$ cat src/rtl/fifo_bank_pkg.sv
// Shared definitions for the FIFO bank: word field positions, default
// geometry and the pointer-width derivation used by every FIFO.
package fifo_bank_pkg;

    // Traffic class field inside a word; the rest is payload.
    localparam int CLASS_MSB = 9;
    localparam int CLASS_LSB = 8;

    // Default geometry of the bank.
    localparam int DEF_WORD_SIZE         = 10;
    localparam int DEF_FIFO_UNITS        = 4;
    localparam int DEF_FIFO_DEPTH        = 8;
    localparam int DEF_ALMOST_FULL_LEVEL = 6;

    // Pointer width for a power-of-two depth; never narrower than one bit.
    function automatic int ptr_width(input int depth);
        return (depth <= 2) ? 1 : $clog2(depth);
    endfunction

endpackage

$ cat src/rtl/sync_fifo.sv
// One synchronous FIFO: registered read port, status flags decoded from the
// registered occupancy, and sticky overflow/underflow indicators.
module sync_fifo
    import fifo_bank_pkg::*;
#(
    parameter int WORD_SIZE         = DEF_WORD_SIZE,
    parameter int FIFO_DEPTH        = DEF_FIFO_DEPTH,
    parameter int ALMOST_FULL_LEVEL = DEF_ALMOST_FULL_LEVEL
) (
    input  logic                 clk,
    input  logic                 reset,
    input  logic [WORD_SIZE-1:0] push_data,
    input  logic                 push,
    input  logic                 pop,
    output logic [WORD_SIZE-1:0] pop_data,
    output logic                 pop_valid,
    output logic                 empty,
    output logic                 almost_full,
    output logic                 full,
    output logic                 overflow,
    output logic                 underflow
);

    localparam int PTR_W = ptr_width(FIFO_DEPTH);

    localparam logic [PTR_W:0]   CNT_DEPTH = (PTR_W + 1)'(FIFO_DEPTH);
    localparam logic [PTR_W:0]   CNT_AF    = (PTR_W + 1)'(ALMOST_FULL_LEVEL);
    localparam logic [PTR_W:0]   CNT_ONE   = (PTR_W + 1)'(1);
    localparam logic [PTR_W-1:0] PTR_ONE   = PTR_W'(1);

    logic [WORD_SIZE-1:0] mem [FIFO_DEPTH];
    logic [PTR_W-1:0]     wr_ptr;
    logic [PTR_W-1:0]     rd_ptr;
    logic [PTR_W:0]       count;

    logic push_ok;
    logic pop_ok;

    // Flags depend only on the registered count, never on this cycle's requests.
    assign empty       = (count == '0);
    assign full        = (count == CNT_DEPTH);
    assign almost_full = (count >= CNT_AF);

    // A full FIFO still takes a push when a pop frees a slot in the same
    // cycle; an empty FIFO never pops, so there is no write-to-read bypass.
    assign push_ok = push && (!full || pop);
    assign pop_ok  = pop && !empty;

    // Storage write.
    // NOTE: the array is deliberately not reset; occupancy decides which
    // entries are meaningful, and a resettable array would not map to RAM.
    always_ff @(posedge clk) begin
        if (!reset && push_ok) begin
            mem[wr_ptr] <= push_data;
        end
    end

    // Pointers, occupancy, read register and sticky error bits.
    // NOTE: all state here uses non-blocking assignments so every register
    // samples the pre-edge values of the others.
    always_ff @(posedge clk) begin
        if (reset) begin
            wr_ptr    <= '0;
            rd_ptr    <= '0;
            count     <= '0;
            pop_data  <= '0;
            pop_valid <= 1'b0;
            overflow  <= 1'b0;
            underflow <= 1'b0;
        end else begin
            pop_valid <= pop_ok;
            if (push_ok) begin
                wr_ptr <= wr_ptr + PTR_ONE;
            end
            if (pop_ok) begin
                pop_data <= mem[rd_ptr];
                rd_ptr   <= rd_ptr + PTR_ONE;
            end
            case ({push_ok, pop_ok})
                2'b10:   count <= count + CNT_ONE;
                2'b01:   count <= count - CNT_ONE;
                default: count <= count;
            endcase
            if (push && !push_ok) begin
                overflow <= 1'b1;
            end
            if (pop && !pop_ok) begin
                underflow <= 1'b1;
            end
        end
    end

endmodule

$ cat src/rtl/fifo_bank.sv
// Bank of independent FIFOs, one per traffic class. The top only slices the
// shared request/status vectors onto FIFO_UNITS copies of sync_fifo.
module fifo_bank
    import fifo_bank_pkg::*;
#(
    parameter int FIFO_UNITS        = DEF_FIFO_UNITS,
    parameter int WORD_SIZE         = DEF_WORD_SIZE,
    parameter int FIFO_DEPTH        = DEF_FIFO_DEPTH,
    parameter int ALMOST_FULL_LEVEL = DEF_ALMOST_FULL_LEVEL
) (
    input  logic                            clk,
    input  logic                            reset,
    input  logic [WORD_SIZE-1:0]            push_data,
    input  logic [FIFO_UNITS-1:0]           push,
    input  logic [FIFO_UNITS-1:0]           pop,
    output logic [FIFO_UNITS*WORD_SIZE-1:0] pop_data,
    output logic [FIFO_UNITS-1:0]           pop_valid,
    output logic [FIFO_UNITS-1:0]           empty,
    output logic [FIFO_UNITS-1:0]           almost_full,
    output logic [FIFO_UNITS-1:0]           full,
    output logic [FIFO_UNITS-1:0]           overflow,
    output logic [FIFO_UNITS-1:0]           underflow
);

    // One FIFO per class; the write word is broadcast to all of them.
    for (genvar i = 0; i < FIFO_UNITS; i++) begin : g_fifo
        sync_fifo #(
            .WORD_SIZE        (WORD_SIZE),
            .FIFO_DEPTH       (FIFO_DEPTH),
            .ALMOST_FULL_LEVEL(ALMOST_FULL_LEVEL)
        ) u_fifo (
            .clk        (clk),
            .reset      (reset),
            .push_data  (push_data),
            .push       (push[i]),
            .pop        (pop[i]),
            .pop_data   (pop_data[i*WORD_SIZE +: WORD_SIZE]),
            .pop_valid  (pop_valid[i]),
            .empty      (empty[i]),
            .almost_full(almost_full[i]),
            .full       (full[i]),
            .overflow   (overflow[i]),
            .underflow  (underflow[i])
        );
    end

endmodule
$ cat config.mk
export PLATFORM = sky130hd
export DESIGN_NAME = fifo_bank
export DESIGN_NICKNAME = d
export VERILOG_FILES = /design/src/rtl/fifo_bank_pkg.sv /design/src/rtl/sync_fifo.sv /design/src/rtl/fifo_bank.sv
export SDC_FILE = /design/constraint.sdc
export NUM_CORES = 1
export LEC_CHECK = 0
export ABC_CLOCK_PERIOD_IN_PS = 3100
export CAP_MARGIN = 20
export CORE_MARGIN = 8
export CORE_UTILIZATION = 50
export CTS_CLUSTER_DIAMETER = 120
export CTS_CLUSTER_SIZE = 14
export DETAILED_ROUTE_END_ITERATION = 10
export GPL_TIMING_DRIVEN = 0
export MAX_ROUTING_LAYER = met4
export PLACE_DENSITY = 0.65
export SLEW_MARGIN = 20
export SYNTH_ARGS = -nofsm -noshare
export SYNTH_HDL_FRONTEND = slang
export SYNTH_SLANG_ARGS = --single-unit
$ cat constraint.sdc
create_clock -name clk -period 3.1 [get_ports clk]
set_clock_uncertainty 0.1 [all_clocks]
set_input_delay 0.62 -clock clk [delete_from_list [all_inputs] [get_ports clk]]
set_output_delay 0.62 -clock clk [all_outputs]
set_load 0.01 [all_outputs]
==> results_dict.tcl <==
set metrics [dict create \
    run_status "completed" \
    ys_ff_latch 412 \
    yosys_warnings 0 \
    avgSynthCellArea_sq_um 16.8 \
    place_congestion 0.798 \
    fillers 2444 \
    post-route-util_pct 58.7 \
    antenna_found_initial 0 \
    fmax_mhz 332 \
    combPwrFrac_pct 24.4 \
    power_mw 14.3 \
    overflow 0 \
    vias 8663 \
    diodes 0 \
    nNetsFinal 1135 \
    ir_drop_mv 0.498 \
    clock-sinks 412 \
    fp.dieW_um 195 \
    critPathMaxStageDelay_ns 0.53 \
    arrival_ns 2.29 \
    critPathLaunchType "flop" \
    power_density_nw_per_um2 774 \
    ant_nets 0 \
    clkTransAtPathRegs_ns 0.07 \
    die-area_sq_um 37900 \
    grt_usage_pct 18.9 \
    layout_min_cycle_time_ns 3.01 \
    swShare_pct 27.6 \
    core_sq_um 31600 \
    p_seq_share_pct 47.1 \
    worstPathMaxFanout 6 \
    drt_iter0_markers 594 \
    hold_violations 0 \
    cts_tree "done" \
    setup-violations-final 0 \
    cts_buffers 35 \
    cts-hold-fix-buffers 0 \
    wirelength_um 35000 \
    hp-class "flop to flop" \
    setup_tns_ns 0 \
    drive_above_1_share_pct 20.0 \
    critPathKind "flop to output pin" \
    seq_area_frac_synth_pct 71.7 \
    cts_root_buf "clkbuf_16" \
    slew_headroom_pct 28.8 \
    drc 0 \
    cp_top_family "buffers and inverters" \
    synth_cell_types 38 \
    clockBufferDepth 3 \
    worstMarginPinSlew_ns 1.06 \
    maxCapViolCount 0 \
    grt_pass1_vias 8784 \
    syn2layout_area_growth_pct 16.0 \
    via_per_inst 5.71 \
    p_int_mw 10.4 \
    synthCells 953 \
    critPathCaptureType "output pin" \
    grt_start_max_net_pins 33 \
    path_cells "or4b_1 -> buf_2 -> inv_1 -> buf_4 -> clkdlybuf4s50_1" \
    synth_nets 997 \
    netlist_area_sq_um 16000 \
    wire_per_inst_um 23.0 \
    slowest_stage "or4b_1" \
    leakagePower_nw 6.15 \
    rows 65 \
    grt_pass1_wl_um 53100 \
    die_y_um 195 \
    worst_hold_slack_ns 0.373 \
    power.share.clock_pct 28.5 \
    port_buffers 82 \
    fin_crit_sh_pct 97.1 \
    ios 84 \
    firstDrtPassIters 5 \
    dp_hpwl_um 22600 \
    clock_latency_ns 0.52 \
    crit_buf_inv 4 \
    net-switching-power_mw 3.95 \
    final-max-slew-violation-count 0 \
    start_util_pct 50.6 \
    rsz0062_at_grt "false" \
    cts_htree_levels 2 \
    cp_data_required_time_ns 2.38 \
]
-- synth_stat cells (all sizes together) --
cell      n  area, sq um
ha       20          250
a21o      4         30.0
xnor2     4         35.0
clkbuf   19         71.3
o22ai    40          250
xor2     18          158
nor3     54          270
nor2b     4         25.0
or4b      4         43.8
or2       2         12.5
mux4     80         1800
nor2    116          435
dfxtp    92         1840
o31ai     4         30.0
and3      4         25.0
mux2i     9         90.1
fa        4         80.1
or3       1         6.26
o41a      4         47.5
edfxtp  320         9610
o21ai     4         57.6
nand2b    5         31.3
nor4b     2         17.5
nor4      6         37.5
or4       4         30.0
o211ai    7         52.6
nand2    16         65.1
nand3     4         20.0
inv      17         63.8
buf      52          314
a21oi    29          145
nand3b    4         30.0
-- kinds of logic (layout without fill, tap and decap cells) --
family | Yosys count | after routing | synth area share, %
compound gates | 92 | 92 | 3.84
xor+xnor | 22 | 22 | 1.21
fa+ha+maj | 24 | 24 | 2.07
buf+inv | 88 | 251 | 2.81
flops | 412 | 412 | 71.7
mux | 89 | 89 | 11.8
simple gates | 226 | 226 | 6.57
-- placed cells by master, fill, tap and decap left out, types with 5 or more instances in the layout --
| master | count |
|---|---|
| edfxtp_1 | 320 |
| buf_2 | 28 |
| nor2_1 | 116 |
| mux4_2 | 80 |
| clkdlybuf4s50_1 | 71 |
| xor2_1 | 18 |
| clkbuf_1 | 43 |
| clkbuf_16 | 37 |
| buf_1 | 5 |
| dfxtp_1 | 92 |
| nor3_2 | 14 |
| o22ai_1 | 40 |
| ha_1 | 20 |
| o211ai_1 | 7 |
| mux2i_1 | 9 |
| nand2_1 | 14 |
| buf_4 | 47 |
| nor3_1 | 40 |
| nand2b_1 | 5 |
| a21oi_1 | 29 |
| inv_1 | 17 |
-- final timing paths --
path / from / end / slack [ns] / cells after the start
worst min-delay path: g_fifo[1].u_fifo.overflow / g_fifo[1].u_fifo.overflow / 0.37 / 2
worst max register to register: g_fifo[3].u_fifo.count[0] / g_fifo[3].u_fifo.count[3] / 0.20 / 9
worst max-delay path: g_fifo[2].u_fifo.count[0] / full[2] / 0.09 / 5
worst min register to register: g_fifo[1].u_fifo.overflow / g_fifo[1].u_fifo.overflow / 0.37 / 2
-- registers in the layout, summed over array words and instances, names as in the netlist --
name                     count
g_fifo.u_fifo.mem          320
g_fifo.u_fifo.pop_data      40
g_fifo.u_fifo.count         16
g_fifo.u_fifo.rd_ptr        12
g_fifo.u_fifo.wr_ptr        12
g_fifo.u_fifo.overflow       4
g_fifo.u_fifo.pop_valid      4
g_fifo.u_fifo.underflow      4
-- what timing repair did --
item                                    4_1_cts  5_1_grt
pin swaps                                     0        3
hold endpoints to repair                      0        0
gates resized for setup                       0        1
buffers inserted                              0        5
endpoints found under the setup margin        5        4
-- worst register-to-register path, stage by stage (launching register included) --
cell	delay (ns)
dfxtp_1	0.36
or4b_1	0.53
buf_2	0.19
o21ai_4	0.23
ha_1	0.25
ha_1	0.28
a21oi_1	0.17
a21oi_1	0.10
or4_1	0.46
a21oi_1	0.15
-- per-stage QoR --
step           std cells  worst slack (ns)  instance area (sq um)
2_1_floorplan        953             0.405                  16000
3_3_place_gp        1437            -0.808                  17300
3_5_place_dp        1455            -0.803                  17500
4_1_cts             1514            0.0123                  18500
5_1_grt             1518           0.00465                  18500
6_report            1518            0.0895                  18500
-- routing by layer --
metal	wire length, um	GRT usage (%)
met5	0	-
met2	17300	31.0
met4	678	4.66
met3	1820	2.85
met1	15100	24.7
-- layout make-up --
cell class	count	area [sq um]	area share, %
timing repair buffer	105	947	5.11
sequential	412	11500	61.8
clock inverter	1	8.76	0.0473
clock buffer	61	1020	5.48
inverter	17	63.8	0.344
tap	402	503	2.71
buffer	67	370	2.00
multi-input combinational	453	4170	22.5
-- power by group through the flow --
stage          combinational (mW)  clock [mW]  sequential (mW)
3_3_place_gp                 3.48           0             6.87
3_5_place_dp                 3.56           0             6.87
6_report                     3.50        4.10             6.75
4_1_cts                      3.55        4.18             6.75
2_1_floorplan                2.07           0             6.90
5_1_grt                      3.82        4.37             6.82
(Power assumes the default switching activity.)
